===== src/rtl/fifo_to_axis_pkt_tx.sv =====
// FWFT packet FIFO to AXI-Stream transmitter: decodes the length from the header beat and streams the packet through a registered AXIS output stage.
// Optional length check / drop path is enabled by defining FIFO_TO_AXIS_LEN_CHECK_EN.
module fifo_to_axis_pkt_tx #(
    parameter int DATA_WIDTH = 256,
    parameter int KEEP_WIDTH = $clog2(DATA_WIDTH/8),
    parameter int LEN_LSB    = 48,
    parameter int LEN_MSB    = 58,
    parameter int USER_WIDTH = 7,
    parameter int MAX_LEN4   = 1100
) (
    input  logic                  clk,
    input  logic                  rst_n,
    output logic                  o_fifo_rd_en,
    input  logic                  i_fifo_empty,
    input  logic [DATA_WIDTH-1:0] iv_fifo_data,
    output logic                  o_tx_valid,
    output logic                  o_tx_last,
    output logic [DATA_WIDTH-1:0] ov_tx_data,
    output logic [KEEP_WIDTH-1:0] ov_tx_keep,
    output logic                  o_tx_start,
    output logic [USER_WIDTH-1:0] ov_tx_user,
    input  logic                  i_tx_ready,
    output logic [31:0]           ov_pkt_cnt,
    output logic [31:0]           ov_drop_cnt
);
    localparam int BYTES = DATA_WIDTH/8;
    localparam int LEN_W = LEN_MSB - LEN_LSB + 1;

    typedef enum logic [1:0] {IDLE, TRANS, DRAIN} state_t;

    state_t                  state_q;
    logic [15:0]             bytes_left_q;
    logic [USER_WIDTH-1:0]   user_lat_q;
    logic                    first_q;
    logic                    valid_q;
    logic                    last_q;
    logic                    start_q;
    logic [DATA_WIDTH-1:0]   data_q;
    logic [KEEP_WIDTH-1:0]   keep_q;
    logic [USER_WIDTH-1:0]   user_q;
    logic [31:0]             pkt_cnt_q;

    logic [LEN_W-1:0]        len4_d;
    logic                    pop_trans_d;
    logic                    is_last_d;
    logic [KEEP_WIDTH-1:0]   keep_d;

    // Length in 128 B units, rounded up.
    function automatic logic [USER_WIDTH-1:0] len4_to_user(input logic [LEN_W-1:0] l);
        logic [LEN_W:0] s;
        s = {1'b0, l} + (LEN_W+1)'(31);
        return USER_WIDTH'(s >> 5);
    endfunction

    function automatic logic [15:0] len4_to_bytes(input logic [LEN_W-1:0] l);
        return 16'(l) << 2;
    endfunction

    assign len4_d      = iv_fifo_data[LEN_MSB:LEN_LSB];
    assign pop_trans_d = (state_q == TRANS) && !i_fifo_empty && (!valid_q || i_tx_ready);
    assign is_last_d   = bytes_left_q <= 16'(BYTES);
    assign keep_d      = (bytes_left_q < 16'(BYTES)) ? bytes_left_q[KEEP_WIDTH-1:0] : '0;

`ifdef FIFO_TO_AXIS_LEN_CHECK_EN
    logic        pop_drain_d;
    logic        len_bad_d;
    logic [31:0] drop_cnt_q;

    assign pop_drain_d  = (state_q == DRAIN) && !i_fifo_empty;
    assign len_bad_d    = (len4_d == '0) || (int'(len4_d) > MAX_LEN4);
    assign o_fifo_rd_en = pop_trans_d || pop_drain_d;
    assign ov_drop_cnt  = drop_cnt_q;

    // Drain path pops the oversized/empty packet without touching the AXIS side.
    always_ff @(posedge clk or negedge rst_n) begin
        if (!rst_n) begin
            drop_cnt_q <= '0;
        end else if (pop_drain_d && is_last_d) begin
            drop_cnt_q <= drop_cnt_q + 32'd1;
        end
    end
`else
    assign o_fifo_rd_en = pop_trans_d;
    assign ov_drop_cnt  = '0;
`endif

    always_ff @(posedge clk or negedge rst_n) begin
        if (!rst_n) begin
            state_q      <= IDLE;
            bytes_left_q <= '0;
            user_lat_q   <= '0;
            first_q      <= 1'b0;
            valid_q      <= 1'b0;
            last_q       <= 1'b0;
            start_q      <= 1'b0;
            data_q       <= '0;
            keep_q       <= '0;
            user_q       <= '0;
            pkt_cnt_q    <= '0;
        end else begin
            case (state_q)
                IDLE: begin
                    if (!i_fifo_empty) begin
                        first_q      <= 1'b1;
                        user_lat_q   <= len4_to_user(len4_d);
                        bytes_left_q <= len4_to_bytes(len4_d);
                        state_q      <= TRANS;
`ifdef FIFO_TO_AXIS_LEN_CHECK_EN
                        if (len_bad_d) begin
                            state_q <= DRAIN;
                            if (len4_d == '0) begin
                                bytes_left_q <= 16'd1;
                            end
                        end
`endif
                    end
                end
                TRANS: begin
                    if (pop_trans_d) begin
                        first_q      <= 1'b0;
                        bytes_left_q <= bytes_left_q - 16'(BYTES);
                        if (is_last_d) begin
                            state_q   <= IDLE;
                            pkt_cnt_q <= pkt_cnt_q + 32'd1;
                        end
                    end
                end
                DRAIN: begin
`ifdef FIFO_TO_AXIS_LEN_CHECK_EN
                    if (pop_drain_d) begin
                        bytes_left_q <= bytes_left_q - 16'(BYTES);
                        if (is_last_d) begin
                            state_q <= IDLE;
                        end
                    end
`else
                    state_q <= IDLE;
`endif
                end
                default: state_q <= IDLE;
            endcase

            // Output register: reload on pop, otherwise hold until accepted, then return to zero.
            if (pop_trans_d) begin
                valid_q <= 1'b1;
                data_q  <= iv_fifo_data;
                start_q <= first_q;
                last_q  <= is_last_d;
                keep_q  <= keep_d;
                user_q  <= user_lat_q;
            end else if (i_tx_ready) begin
                valid_q <= 1'b0;
                data_q  <= '0;
                start_q <= 1'b0;
                last_q  <= 1'b0;
                keep_q  <= '0;
                user_q  <= '0;
            end
        end
    end

    assign o_tx_valid = valid_q;
    assign o_tx_last  = last_q;
    assign o_tx_start = start_q;
    assign ov_tx_data = data_q;
    assign ov_tx_keep = keep_q;
    assign ov_tx_user = user_q;
    assign ov_pkt_cnt = pkt_cnt_q;
endmodule

===== config.mk =====
export PLATFORM = sky130hd
export DESIGN_NAME = fifo_to_axis_pkt_tx
export DESIGN_NICKNAME = d
export VERILOG_FILES = /design/src/rtl/fifo_to_axis_pkt_tx.sv
export SDC_FILE = /design/constraint.sdc
export NUM_CORES = 1
export LEC_CHECK = 0
export CELL_PAD_IN_SITES_DETAIL_PLACEMENT = 0
export CELL_PAD_IN_SITES_GLOBAL_PLACEMENT = 1
export CORE_AREA = 2 2 229 231
export DETAILED_ROUTE_END_ITERATION = 10
export DIE_AREA = 0 0 231 233
export PLACE_DENSITY_LB_ADDON = 0.1
export SETUP_SLACK_MARGIN = 0.15
export SLEW_MARGIN = 20
export SYNTH_ARGS = -nofsm -noshare
export SYNTH_HDL_FRONTEND = slang
export SYNTH_SLANG_ARGS = --single-unit

===== constraint.sdc =====
create_clock -name clk -period 3.1 [get_ports clk]
set_input_delay 0.62 -clock clk [delete_from_list [all_inputs] [get_ports clk]]
set_output_delay 0.62 -clock clk [all_outputs]
set_load 0.05 [all_outputs]

Yosys cells after proc, flatten, opt, wreduce, memory -nomap -nowiden
Index checks and enable logic that the tools add are counted.
{ "totals": {"reg_bits": 329, "latchBits": 0, "mem_bits_rw": 0, "rom_bits": 0, "inputBits": 260, "wordCells": 54, "n_memories": 0} }
{ "op_classes": {"n_addsub": 3, "n_mul": 0, "div_mod_pow": 0, "magnitude_cmp": 2, "n_eq_ne": 4, "n_shift": 0, "n_mux": 21, "bitwise_logic": 1, "reduce_logical": 12} }
{ "ops": {"columns": ["operator", "count"], "rows": [
  ["two-way mux 256 bit", 2],
  ["adder 32 x 1 -> 32 bit, second input constant", 1],
  ["two-way mux 16 bit", 2],
  ["one-hot mux 16 bit (2 select lines)", 1],
  ["less-or-equal comparator 16 x 6 -> 1 bit, second input constant", 1],
  ["< comparator 16 x 6 -> 1 bit, second input constant", 1],
  ["subtractor 16 x 6 -> 16 bit, second input constant", 1],
  ["two-way mux 5 bit", 3],
  ["two-way mux 7 bit", 2],
  ["adder 11 x 5 -> 12 bit, second input constant", 1],
  ["AND reduction 3 bit", 3],
  ["two-way mux 1 bit", 6],
  ["two-way mux 2 bit", 3],
  ["!= test 2 bit, second input constant", 3],
  ["one-hot mux 2 bit (2 select lines)", 1],
  ["nonzero test 2 bit", 2],
  ["equality test 2 x 1 -> 1 bit, second input constant", 1],
  ["logical AND 1 bit", 2],
  ["zero test 1 bit", 2],
  ["zero test 2 bit", 1],
  ["one-hot mux 1 bit (2 select lines)", 1],
  ["AND reduction 2 bit", 1],
  ["logical OR 1 bit", 1],
  ["inverter 1 bit", 1]
]} }

Longest topological paths before layout
{ "depth": {"ltp_word": 5, "mapped_depth": 7, "ltp_nobuf": 7} }

Least setup slack after synthesis
No wires, ideal clock.
{ "synth_timing": {"path_kind": "input to output", "start": "input port i_fifo_empty", "end": "output port o_fifo_rd_en", "arrival_ps": 1708, "path_slack_ps": 772, "cell_stages": 4, "path_buffers": 1, "cell_sequence": "nor2b_1 nand2_1 clkinv_1 clkbuf_1"} }
{ "synth_via": {"elab_chain_cells": 3} }
{ "synth_rtl": {"columns": ["item", "line_no", "rtl"], "rows": [
  ["start: declaration", "14", "input logic i_fifo_empty,"],
  ["zero test 1 bit", null, null],
  ["logical AND 1 bit (2 in a row)", "60", "assign pop_trans_d = (state_q == TRANS) && !i_fifo_empty && (!valid_q || i_tx_ready);"],
  ["end: declaration", "13", "output logic o_fifo_rd_en,"]
]} }
No other way between the ends.

Worst setup path in the final report
{ "layout_timing": {"start": "register state_q[0]", "end": "output port o_fifo_rd_en"} }
{ "layout_via": {"elab_chain_cells": 3} }
{ "layout_rtl": {"columns": ["item", "line_no", "rtl"], "rows": [
  ["start: declaration", "31", "state_t state_q;"],
  ["start signal: assignment", "89", "state_q <= IDLE;"],
  ["start signal: assignment", "107", "state_q <= TRANS;"],
  ["start signal: assignment", "123", "state_q <= IDLE;"],
  ["equality test 2 x 1 -> 1 bit", "60", null],
  ["logical AND 1 bit (2 in a row)", "60", null]
]} }
No other way between the ends.

==> impl_metrics.py <==
metrics = {
    "final_layout": {
        "final_nets": 2258,
        "layout_common_cells": "nand2_1 (563), clkdlybuf4s50_1 (560), dfrtp_1 (325)",
        "fillCellCount": 5037,
        "layout-drive-gt1-share_pct": 4.84,
        "post-route-util_pct": 42.5,
        "areaGrowthSynthToFinish_pct": 54.6,
        "layout.cells.most_common": "nand2_1",
    },
    "setup_path": {
        "crit_chain": "nor2b_1 -> buf_4 -> nand2_4 -> inv_8 -> buf_12",
        "r2r_cells": 5,
        "worstSetupStartpointType": "register",
        "crit_family": "flip-flops",
        "critPathRequiredTime_ns": 2.48,
        "end_kind": "primary output",
        "reg2reg_setup_slack_ns": 0.58,
        "max_stage_delay_ns": 0.59,
        "arrival_ns": 1.96,
        "worst-path-buf-inv": 3,
        "critPathMaxFanout": 12,
        "r2r-start": "bytes_left_q[10]",
        "critPathKind": "register to primary output",
        "reg2reg_to": "ov_pkt_cnt[29]",
        "crit_slowest_cell": "dfrtp_1",
    },
    "logic_synthesis": {
        "synth.avg_cell_area_um2": 9.61,
        "ys_types": 41,
        "yosys_warnings": 0,
        "synth_flop_cell": "dfrtp_1",
        "synthArstFlopShare_pct": 100,
        "synth-seq-area-share_pct": 57.8,
        "synth-seq-cells": 325,
        "synth-edff-count": 0,
        "synth_area_um2": 14100,
        "synth_cells": 1464,
    },
    "die": {
        "dieWidth_um": 231,
        "coreArea_um2": 51100,
        "die_area_um2": 53800,
        "pin_count": 596,
        "die_h_um": 233,
        "initial_core_util_pct": 27.5,
        "rows": 83,
    },
    "sta": {
        "clock_skew_ns": 0.0219,
        "hold_ws_ns": 0.00981,
        "max_slew.worst_pin.slew_ns": 1.34,
        "relSlewSlack_pct": 10.8,
        "setup-violations-final": 0,
        "final.min_clock_period_ns": 2.58,
        "fin_ws_ns": 0.518,
        "slew_viol_final": 0,
        "min_period_over_period_pct": 83.3,
        "finalSetupTns_ns": 0,
        "hold_violations": 0,
        "fmax_mhz": 387,
        "rsz0062_at_grt": "false",
    },
    "drt": {
        "antenna_left": 0,
        "viasPerCell": 4.46,
        "via_count": 12100,
        "routedWlPerCell_um": 19.3,
        "totalWireLength_mm": 52.4,
        "drt_iter0_drc": 755,
        "drc": 0,
        "first_pass_iters": 6,
    },
    "cts": {
        "cts_tree": "yes",
        "numCtsBuffers": 41,
        "clock-sinks": 325,
        "cts_resized": 0,
        "cts_buffer_depth": 3,
        "ctsHoldBuffers": 0,
        "cts-root-buf": "clkbuf_16",
        "worstSkewPairLatency_ns": 0.56,
        "clkTransAtPathRegs_ns": 0.06,
        "postCtsSetupBuffers": 0,
        "cts_max_level": 2,
    },
    "min_path": {
        "hold_path.class": "input pin to asynchronous set/reset pin",
    },
    "place": {
        "io_buffers": 563,
        "gp_congestion": 0.766,
        "dp_slack_ns": 0.409,
        "dpl.hpwl_mm": 35.8,
    },
    "grt": {
        "grt_max_degree": 266,
        "grtUsageTotal_pct": 19.0,
        "grt.overflow.total": 0,
        "grt_pass1_wl_mm": 78.4,
        "antenna_found_initial": 14,
        "grt_pass1_vias": 12400,
    },
    "power": {
        "p_leak_nw": 10.1,
        "peakVddDrop_uv": 333,
        "p_per_area_nw_per_um2": 686,
        "power_mw": 14.9,
    },
    "run": {
        "cap_violations": 0,
    },
    "outcome": {
        "outcome": "complete, no violations",
    },
}
-- layer usage --
layer	share of wire, %	track usage [%]	wire (um)	vias to the layer above
met5	0.16	0	84	-
met4	2.1	6.96	1120	12
met3	7.7	6.16	4010	73
met2	50	31.5	26300	368
met1	40	23.0	20900	5865
li1	-	-	-	5775
-- worst max-delay path by stage --
stage,startpoint,cells past startpoint,to
after floorplan,i_fifo_empty,4,o_fifo_rd_en
after global placement,i_fifo_empty,7,ov_pkt_cnt[17]
after detailed placement,i_fifo_empty,7,ov_pkt_cnt[14]
after CTS,state_q[0],5,o_fifo_rd_en
after global routing,state_q[0],5,o_fifo_rd_en
final,state_q[0],5,o_fifo_rd_en
-- report_power, final --
part	internal, mW	switching, mW	leakage [nW]	total (mW)
Combinational	1.65	3.24	5.18	4.88
Sequential	4.86	0.407	4.26	5.27
Clock	2.88	1.87	0.649	4.75
Total	9.39	5.51	10.1	14.9
-- synth_stat cells (2+ instances only) --
master,instances,area (um2)
a21oi_1,11,55.1
a22o_1,3,26.3
and2_1,2,12.5
and3_1,3,18.8
and4_1,3,26.3
buf_1,10,37.5
buf_4,33,248
clkbuf_1,82,308
dfrtp_1,325,8130
ha_1,2,25.0
inv_1,7,26.3
nand2_1,564,2120
nand2b_1,3,18.8
nand3_1,27,135
nand3b_1,265,1990
nand4_1,13,81.3
nor2_1,12,45.0
nor2_2,7,43.8
nor2b_1,2,12.5
nor3_1,7,35.0
nor4_1,5,31.3
o21ai_0,13,65.1
o22ai_1,5,31.3
or4_4,2,22.5
xnor2_1,26,228
xor2_1,17,149
-- through the flow --
step | instances | cell area (um2)
after floorplan | 1495 | 14200
after CTS | 2705 | 21700
after detailed placement | 2633 | 20400
final | 2714 | 21700
after global placement | 2633 | 20400
after global routing | 2713 | 21700
-- final cells by class --
type / count / area [um2] / share of cell area (%)
Antenna cell: 9 / 22.5 / 0.104
Clock buffer: 69 / 1280 / 5.91
Clock inverter: 3 / 43.8 / 0.201
Inverter: 8 / 37.5 / 0.173
Multi-Input combinational cell: 1035 / 5410 / 24.9
Sequential cell: 325 / 8130 / 37.4
Tap cell: 680 / 851 / 3.91
Timing Repair Buffer: 585 / 5950 / 27.4
-- registers in the layout, indices dropped and copies added (netlist names) --
name,count
ov_tx_data,256
ov_pkt_cnt,32
bytes_left_q,14
ov_tx_user,7
user_lat_q,7
ov_tx_keep,4
first_q,1
o_tx_last,1
o_tx_start,1
o_tx_valid,1
state_q,1
-- logic make-up after synthesis --
| logic type | synth area share (%) |
|---|---|
| AO/OA/AOI/OAI | 1.42 |
| flip-flops | 57.8 |
| other | 0.0267 |
| adder cells (fa/ha/maj) | 0.178 |
| AND/OR/NAND/NOR | 33.2 |
| multiplexers | 0.0801 |
| XOR/XNOR | 2.68 |
| buffers and inverters | 4.55 |
No activity file was read; power rests on OpenSTA's default activity.
